**src/rtl/bcd_serial_adder_pkg.sv**
```systemverilog
// Shared definitions for the serial packed-BCD adder.
//   state_t  : controller states (idle, per-digit add, one-cycle done)
//   DIGIT_W  : width of one BCD digit
//   BCD_MAX  : largest legal decimal digit value
//   BCD_ADJ  : correction added to a binary digit sum that overflows 9
package bcd_serial_adder_pkg;

   typedef enum logic [1:0] {
      ST_IDLE = 2'd0,
      ST_ADD  = 2'd1,
      ST_DONE = 2'd2
   } state_t;

   localparam int         DIGIT_W = 4;
   localparam logic [4:0] BCD_MAX = 5'd9;
   localparam logic [4:0] BCD_ADJ = 5'd6;

endpackage

```
**src/rtl/bcd_serial_adder_digit_add.sv**
```systemverilog
// Single decimal digit adder, purely combinational.
// Ports:
//   a, b   : BCD digits (0..9 expected)
//   cin    : decimal carry in
//   digit  : BCD sum digit
//   cout   : decimal carry out
module bcd_digit_add
   import bcd_serial_adder_pkg::*;
(
   input  logic [DIGIT_W-1:0] a,
   input  logic [DIGIT_W-1:0] b,
   input  logic               cin,
   output logic [DIGIT_W-1:0] digit,
   output logic               cout
);

   logic [4:0] raw;
   logic [4:0] adj;

   always_comb begin
      raw   = {1'b0, a} + {1'b0, b} + {4'b0000, cin};
      adj   = raw + BCD_ADJ;
      digit = raw[3:0];
      cout  = 1'b0;
      // Sums 10..19 wrap past the six unused binary codes.
      if (raw > BCD_MAX) begin
         digit = adj[3:0];
         cout  = 1'b1;
      end
   end

endmodule

```
**src/rtl/bcd_serial_adder.sv**
```systemverilog
// Multi-digit packed-BCD adder, one digit per clock, LSB digit first.
// Ports:
//   clk, reset        : rising-edge clock, async active-high reset
//   start             : request, sampled only while idle
//   a, b, cin         : operands (digit 0 in bits [3:0]) and carry in,
//                       sampled with an accepted start
//   busy              : high while an operation is in progress
//   done              : one-cycle pulse, result valid from this cycle
//   sum, cout         : packed BCD result and decimal carry out, held
//   invalid           : an operand digit was above 9, no add performed
module bcd_serial_adder
   import bcd_serial_adder_pkg::*;
#(
   parameter int DIGITS = 4
) (
   input  logic                      clk,
   input  logic                      reset,
   input  logic                      start,
   input  logic [4*DIGITS-1:0]       a,
   input  logic [4*DIGITS-1:0]       b,
   input  logic                      cin,
   output logic                      busy,
   output logic                      done,
   output logic [4*DIGITS-1:0]       sum,
   output logic                      cout,
   output logic                      invalid
);

   localparam int               IDX_W    = (DIGITS > 1) ? $clog2(DIGITS) : 1;
   localparam logic [IDX_W-1:0] LAST_IDX = IDX_W'(DIGITS - 1);

   state_t state_q, state_d;

   logic [DIGITS-1:0][DIGIT_W-1:0] a_q, b_q, sum_q;
   logic                           carry_q, cout_q, invalid_q;
   logic [IDX_W-1:0]               idx_q;
   logic [DIGIT_W-1:0]             dig;
   logic                           carry_nx;
   logic                           ops_ok;

   function automatic logic all_bcd(input logic [4*DIGITS-1:0] v);
      logic ok;
      ok = 1'b1;
      for (int i = 0; i < DIGITS; i++) begin
         if ({1'b0, v[i*DIGIT_W +: DIGIT_W]} > BCD_MAX) ok = 1'b0;
      end
      return ok;
   endfunction

   assign ops_ok = all_bcd(a) && all_bcd(b);

   bcd_digit_add u_digit (
      .a     (a_q[idx_q]),
      .b     (b_q[idx_q]),
      .cin   (carry_q),
      .digit (dig),
      .cout  (carry_nx)
   );

   always_ff @(posedge clk or posedge reset) begin
      if (reset) state_q <= ST_IDLE;
      else       state_q <= state_d;
   end

   always_comb begin
      state_d = state_q;
      case (state_q)
         ST_IDLE: if (start) state_d = ops_ok ? ST_ADD : ST_DONE;
         ST_ADD:  if (idx_q == LAST_IDX) state_d = ST_DONE;
         ST_DONE: state_d = ST_IDLE;
         default: state_d = ST_IDLE;
      endcase
   end

   always_ff @(posedge clk or posedge reset) begin
      if (reset) begin
         a_q       <= '0;
         b_q       <= '0;
         sum_q     <= '0;
         carry_q   <= 1'b0;
         cout_q    <= 1'b0;
         invalid_q <= 1'b0;
         idx_q     <= '0;
      end else begin
         case (state_q)
            ST_IDLE: begin
               if (start) begin
                  a_q       <= a;
                  b_q       <= b;
                  carry_q   <= cin;
                  sum_q     <= '0;
                  cout_q    <= 1'b0;
                  invalid_q <= !ops_ok;
                  idx_q     <= '0;
               end
            end
            ST_ADD: begin
               sum_q[idx_q] <= dig;
               carry_q      <= carry_nx;
               if (idx_q == LAST_IDX) cout_q <= carry_nx;
               else                   idx_q  <= idx_q + 1'b1;
            end
            default: ;
         endcase
      end
   end

   assign busy    = (state_q != ST_IDLE);
   assign done    = (state_q == ST_DONE);
   assign sum     = sum_q;
   assign cout    = cout_q;
   assign invalid = invalid_q;

endmodule

```
**config.mk**
```make
export PLATFORM = sky130hd
export DESIGN_NAME = bcd_serial_adder
export DESIGN_NICKNAME = d
export VERILOG_FILES = /design/src/rtl/bcd_serial_adder_pkg.sv /design/src/rtl/bcd_serial_adder_digit_add.sv /design/src/rtl/bcd_serial_adder.sv
export SDC_FILE = /design/constraint.sdc
export NUM_CORES = 1
export LEC_CHECK = 0
export CAP_MARGIN = 20
export CORE_MARGIN = 3
export CORE_UTILIZATION = 35
export DETAILED_ROUTE_END_ITERATION = 8
export PLACE_DENSITY = 0.69
export SKIP_CTS_REPAIR_TIMING = 1
export SLEW_MARGIN = 20
export SYNTH_ARGS = -nofsm -noshare
export SYNTH_HDL_FRONTEND = slang
export SYNTH_HIERARCHICAL = 1
export SYNTH_SLANG_ARGS = --single-unit
```
**constraint.sdc**
```tcl
create_clock -name clk -period 3.79 [get_ports clk]
set_clock_uncertainty 0.05 [all_clocks]
set_input_delay 0.379 -clock clk [delete_from_list [all_inputs] [get_ports clk]]
set_output_delay 0.379 -clock clk [all_outputs]
set_load 0.05 [all_outputs]
```
==> results of run 1 <==
==> flip-flops by register name, indices dropped and copies added (netlist names) <==
name and cells:
carry_q 1, invalid 1, b_q 16, a_q 16, state_q 2, sum 16, idx_q 2, cout 1
==> critical path: stages, from the launching register on <==
cell and delay (ns):
dfrtp_2 0.41, mux4_2 0.53, fa_2 0.42, fa_2 0.53, inv_1 0.07, ha_1 0.22, a31o_1 0.24, a2111oi_2 0.30
nor2b_1 0.07, nor2b_1 0.17, mux2_2 0.29, a22o_1 0.18
==> cell type report <==
cell class / instances / area [um^2]
repair buffers: 64 / 618
flip-flops and latches: 55 / 1380
well taps: 102 / 128
inverters: 6 / 22.5
clock buffers: 7 / 96.3
multi-input cells: 133 / 1360
fillers: 733 / 4190
clock inverters: 1 / 7.51
==> how the worst min path moves through the flow <==
stage / depth (start not counted) / to / slack [ns]
finish: 1 / a_q[14]$_DFFE_PP0P_ / 0.46
global route: 1 / a_q[14]$_DFFE_PP0P_ / 0.47
floorplan: 2 / carry_q$_DFFE_PP0P_ / 0.42
global placement: 1 / a_q[15]$_DFFE_PP0P_ / 0.43
detailed placement: 1 / a_q[14]$_DFFE_PP0P_ / 0.44
CTS: 1 / a_q[14]$_DFFE_PP0P_ / 0.46
==> report_power, final <==
| group | switching (mW) | total, mW | internal [mW] |
|---|---|---|---|
| combinational | 0.301 | 0.639 | 0.338 |
| sequential | 0.0440 | 0.701 | 0.657 |
| clock | 0.189 | 0.356 | 0.167 |
| total | 0.535 | 1.70 | 1.16 |
==> routing by layer <==
layer,part of all wire,routed length [um]
met1,0.46,2730
met2,0.48,2850
met4,0.014,82
met3,0.038,225
met5,0,0
==> cells by family after synthesis <==
kind of cell | after synthesis
xor gates and xnor gates | 2
adders and majority gates | 10
muxes | 58
buffers and inverters | 18
and+or+nand+nor | 22
AOI/OAI and AO/OA | 41
DFF | 55
==> through the flow <==
step | instance area, um^2 | hold WS (ns) | util | power [mW]
final | 3610 | 0.458 | 0.463 | 1.70
after global routing | 3610 | 0.473 | 0.463 | 1.81
after CTS | 3590 | 0.461 | 0.460 | 1.68
after detailed placement | 3490 | 0.439 | 0.447 | 1.33
after global placement | 3490 | 0.434 | 0.447 | 1.31
after floorplan | 2840 | 0.420 | - | 1.16
==> Yosys cell counts, drive strengths merged, types with 2 or more instances <==
cell / instances
o21ai: 12
nand2: 4
nor2b: 6
clkbuf: 5
or3b: 2
nand3: 3
dfrtp: 55
mux4: 8
xnor2: 2
mux2i: 2
mux2: 48
a22o: 16
a21oi: 4
fa: 2
buf: 7
inv: 6
ha: 8
o41a: 2
==> flow_metrics.env, run 1 <==
export IMPL_cts_tree="done"
export IMPL_pin_count=56
export IMPL_status="finished, final reports clean"
export IMPL_syn_inst=206
export IMPL_grt_pass1_vias=1968
export IMPL_start_util=0.363
export IMPL_die_h_um=96.0
export IMPL_h_tree_depth=2
export IMPL_path_class="flip-flop to flip-flop"
export IMPL_gp_congestion=0.832
export IMPL_synth_seq_cells=55
export IMPL_reg2reg_from="idx_q[0]$_DFFE_PP0P_"
export IMPL_grt_util_met3=0.0258
export IMPL_drcViolationCount=0
export IMPL_drt_iter0_drc=36
export IMPL_core_area_mm2=0.00781
export IMPL_slew_viol_final=0
export IMPL_clockBufferDepth=2
export IMPL_pre_cts_slack_ns=0.00790
export IMPL_worstHoldStart="a_q[14]$_DFFE_PP0P_"
export IMPL_synth_xor_xnor_area_share=0.00618
export IMPL_r2r_setup_slack_ns=0.20
export IMPL_wire_per_inst_um=16.0
export IMPL_fin_nets=311
export IMPL_max_freq_ghz=0.278
export IMPL_setup_ws_ns=0.198
export IMPL_cp_max_fo=4
export IMPL_yosysUniqueCellTypes=34
export IMPL_gr_usage_met2=0.220
export IMPL_dpl_hpwl_um=4470
export IMPL_hold_path_class="flip-flop to flip-flop"
export IMPL_p_leak_nw=1.51
export IMPL_setup_viol=0
export IMPL_grtUsageTotal=0.135
export IMPL_pwr_density_cell_mw_per_mm2=469
export IMPL_grt_max_degree=44
export IMPL_worstSetupStartpoint="idx_q[0]$_DFFE_PP0P_"
export IMPL_synthTopCellsByArea="dfrtp_1 49%, mux2_2 19%, mux4_2 6.4%, a22o_1 4.9%, ha_1 3.5%"
export IMPL_syn2layout_area_growth_pct=27.5
export IMPL_rows=32
export IMPL_mostFrequentLayoutCells="55 x clkdlybuf4s50_1, 54 x dfrtp_1, 48 x mux2_2"
export IMPL_seq_area_frac_synth=0.486
export IMPL_yosysWarnings=6
export IMPL_grt_busiest_layer="met2"
export IMPL_end_kind="flip-flop"
export IMPL_synthMuxAreaShare=0.261
export IMPL_r2r_cells=11
export IMPL_syn_area_per_cell_um2=13.8
export IMPL_port_buffers=55
export IMPL_hold_viol_final=0
export IMPL_mostFrequentLayoutCell="clkdlybuf4s50_1"
export IMPL_cts_reportedPaths_clkPinSlew_ns=0.09
export IMPL_vias=1868
export IMPL_met1_usage=0.182
export IMPL_cp_arrival_ns=3.74
export IMPL_synth_cell_area_mm2=0.00283
export IMPL_ant_nets=0
export IMPL_synth_top_family_by_area="multiplexers"
export IMPL_synth_compound_area_frac=0.113
export IMPL_async_flop_share=1.00
export IMPL_ys_flop_type="dfrtp_1"
export IMPL_relSlewSlack=0.387
export IMPL_grt_pass1_wl_um=9620
export IMPL_antenna_cells=0
export IMPL_clock_sinks=55
export IMPL_synth_top_area_cell="dfrtp_1"
export IMPL_synth_edf_count=0
export IMPL_cts_inserted_buffers=5
export IMPL_maxCapViolations=0
export IMPL_required_ns=3.94
export IMPL_worst_r2r_endpoint="sum[11]$_DFFE_PP0P_"
export IMPL_vdd_ir_drop_max_mv=0.178
export IMPL_cp_start_kind="flip-flop"
export IMPL_placedCellCount=359
export IMPL_cts_root_buf="clkbuf_8"
export IMPL_via_per_inst=5.08
export IMPL_fin_crit_sh=0.948
export IMPL_insertion_delay_ns=0.30
export IMPL_crit_end="sum[11]$_DFFE_PP0P_"
export IMPL_min_period_ns=3.59
export IMPL_syn_num_nets=252
export IMPL_netlist_area_leader_share=0.486
export IMPL_synth_simple_area_share=0.0464
export IMPL_fp_dieArea_mm2=0.00921
export IMPL_grt_ovfl_total=0
export IMPL_drt_pass1_iter_count=4
export IMPL_totalWireLength_um=5890
export IMPL_max_slew_worst_pin_slew_ns=0.918
export IMPL_die_x_um=96.0
export IMPL_setup_tns_final_ns=0
export IMPL_synth_fa_ha_area_frac=0.0494
export IMPL_rsz0062_at_grt="no"
export IMPL_drive_above_1_share=0.316
export IMPL_antenna_found_initial=0
export IMPL_stdcell_count=368
Note: power is estimated with default switching activity, not from simulation.
==> inputs of run 2 (changes only) <==
MAX_ROUTING_LAYER = met4   (was not set)
==> flow_metrics.env, run 2 (synthesized netlist as in run 1, its figures left out) <==
export IMPL_port_buffers=55
export IMPL_cp_start_kind="flip-flop"
export IMPL_dr_wl_met3_um=221
export IMPL_nFillCells=733
export IMPL_rsz0062_at_grt="no"
export IMPL_clockBufferDepth=2
export IMPL_start_util=0.363
export IMPL_mostFrequentLayoutCell="clkdlybuf4s50_1"
export IMPL_via_per_inst=5.06
export IMPL_vdd_ir_drop_max_mv=0.179
export IMPL_setup_tns_final_ns=0
export IMPL_multi_input_area_mm2=0.00136
export IMPL_totalWireLength_um=5890
export IMPL_setup_viol=0
export IMPL_grt_max_degree=44
export IMPL_status="finished, final reports clean"
export IMPL_grt_pass1_wl_um=9620
export IMPL_drcViolationCount=0
export IMPL_drt_pass1_iter_count=6
export IMPL_cts_inserted_buffers=5
export IMPL_wl_met2_um=2820
export IMPL_fin_crit_sh=0.947
export IMPL_vias=1862
export IMPL_grt_ovfl_total=0
export IMPL_fp_dieArea_mm2=0.00921
export IMPL_pin_count=56
export IMPL_die_h_um=96.0
export IMPL_regArea_mm2=0.00138
export IMPL_min_period_ns=3.59
export IMPL_top_layer="met4"
export IMPL_cp_max_fo=4
export IMPL_drive_above_1_share=0.316
export IMPL_hold_path_class="flip-flop to flip-flop"
export IMPL_gp_congestion=0.845
export IMPL_slew_viol_final=0
export IMPL_max_slew_worst_pin_slew_ns=0.926
export IMPL_grt_pass1_vias=1965
export IMPL_insertion_delay_ns=0.30
export IMPL_maxCapViolations=0
export IMPL_cts_reportedPaths_clkPinSlew_ns=0.09
export IMPL_power_total_mw=1.70
export IMPL_p_leak_nw=1.51
export IMPL_relSlewSlack=0.382
export IMPL_antenna_found_initial=0
export IMPL_met1_length_um=2760
export IMPL_fin_nets=311
export IMPL_fin_util=0.463
export IMPL_cts_root_buf="clkbuf_8"
export IMPL_stdcell_count=368
export IMPL_pwr_density_cell_mw_per_mm2=469
export IMPL_core_area_mm2=0.00781
export IMPL_mostFrequentLayoutCells="55 x clkdlybuf4s50_1, 54 x dfrtp_1, 48 x mux2_2"
export IMPL_drt_iter0_drc=53
export IMPL_syn2layout_area_growth_pct=27.5
export IMPL_grtUsageTotal=0.139
export IMPL_cp_arrival_ns=3.74
export IMPL_dpl_hpwl_um=4470
export IMPL_required_ns=3.94
export IMPL_rows=32
export IMPL_die_x_um=96.0
export IMPL_path_class="flip-flop to flip-flop"
export IMPL_max_freq_ghz=0.279
export IMPL_antenna_cells=0
export IMPL_hold_viol_final=0
export IMPL_placedCellCount=359
export IMPL_cts_tree="done"
export IMPL_clock_sinks=55
export IMPL_ant_nets=0
export IMPL_h_tree_depth=2
export IMPL_end_kind="flip-flop"
export IMPL_wire_per_inst_um=16.0
-- run 2: cell counts in the layout (fill, tap and decap cells not counted) --
Identical to the previous run, type by type.
-- run 2: layer usage --
layer	GRT usage	vias to the layer above
li1	-	885
met1	0.184	930
met2	0.219	40
met3	0.0258	7
met4	0.0427	0
met5	-	-
-- run 2: area by class of cell --
cell class | count | area share
sequential | 55 | 0.381
multi-input combinational | 133 | 0.377
timing repair buffer | 64 | 0.171
tap | 102 | 0.0353
clock buffer | 7 | 0.0267
inverter | 6 | 0.00623
clock inverter | 1 | 0.00208
-- run 2: worst paths after layout --
| path | slack (ns) | from | to | cells after the start |
|---|---|---|---|---|
| min | 0.46 | a_q[14]$_DFFE_PP0P_ | a_q[14]$_DFFE_PP0P_ | 1 |
| max in group asynchronous | 2.40 | reset | idx_q[0]$_DFFE_PP0P_ | 3 |
| min reg2reg | 0.46 | a_q[14]$_DFFE_PP0P_ | a_q[14]$_DFFE_PP0P_ | 1 |
| min in group asynchronous | 0.54 | reset | sum[6]$_DFFE_PP0P_ | 2 |
| max reg2reg | 0.20 | idx_q[0]$_DFFE_PP0P_ | sum[11]$_DFFE_PP0P_ | 11 |
| max | 0.20 | idx_q[0]$_DFFE_PP0P_ | sum[11]$_DFFE_PP0P_ | 11 |
-- run 2: worst max-delay path, stage by stage (launching register included) --
cell       delay, ns
dfrtp_2         0.41
mux4_2          0.53
fa_2            0.42
fa_2            0.53
inv_1           0.07
ha_1            0.22
a31o_1          0.24
a2111oi_2       0.30
nor2b_1         0.07
nor2b_1         0.17
mux2_2          0.29
a22o_1          0.18
-- run 2: report_power, final --
part           switching (mW)  internal [mW]  leakage (nW)
clock                   0.189          0.167        0.0505
combinational           0.302          0.337         0.771
sequential             0.0442          0.657         0.684
total                   0.535           1.16          1.51
-- run 2: stage by stage --
step | worst slack (ns) | hold WS (ns) | cell area [um^2]
6_report | 0.200 | 0.458 | 3610
2_1_floorplan | 0.00950 | 0.420 | 2840
5_1_grt | 0.00943 | 0.473 | 3610
4_1_cts | 0.00317 | 0.461 | 3590
3_5_place_dp | 0.00790 | 0.439 | 3490
3_3_place_gp | 0.0972 | 0.434 | 3490
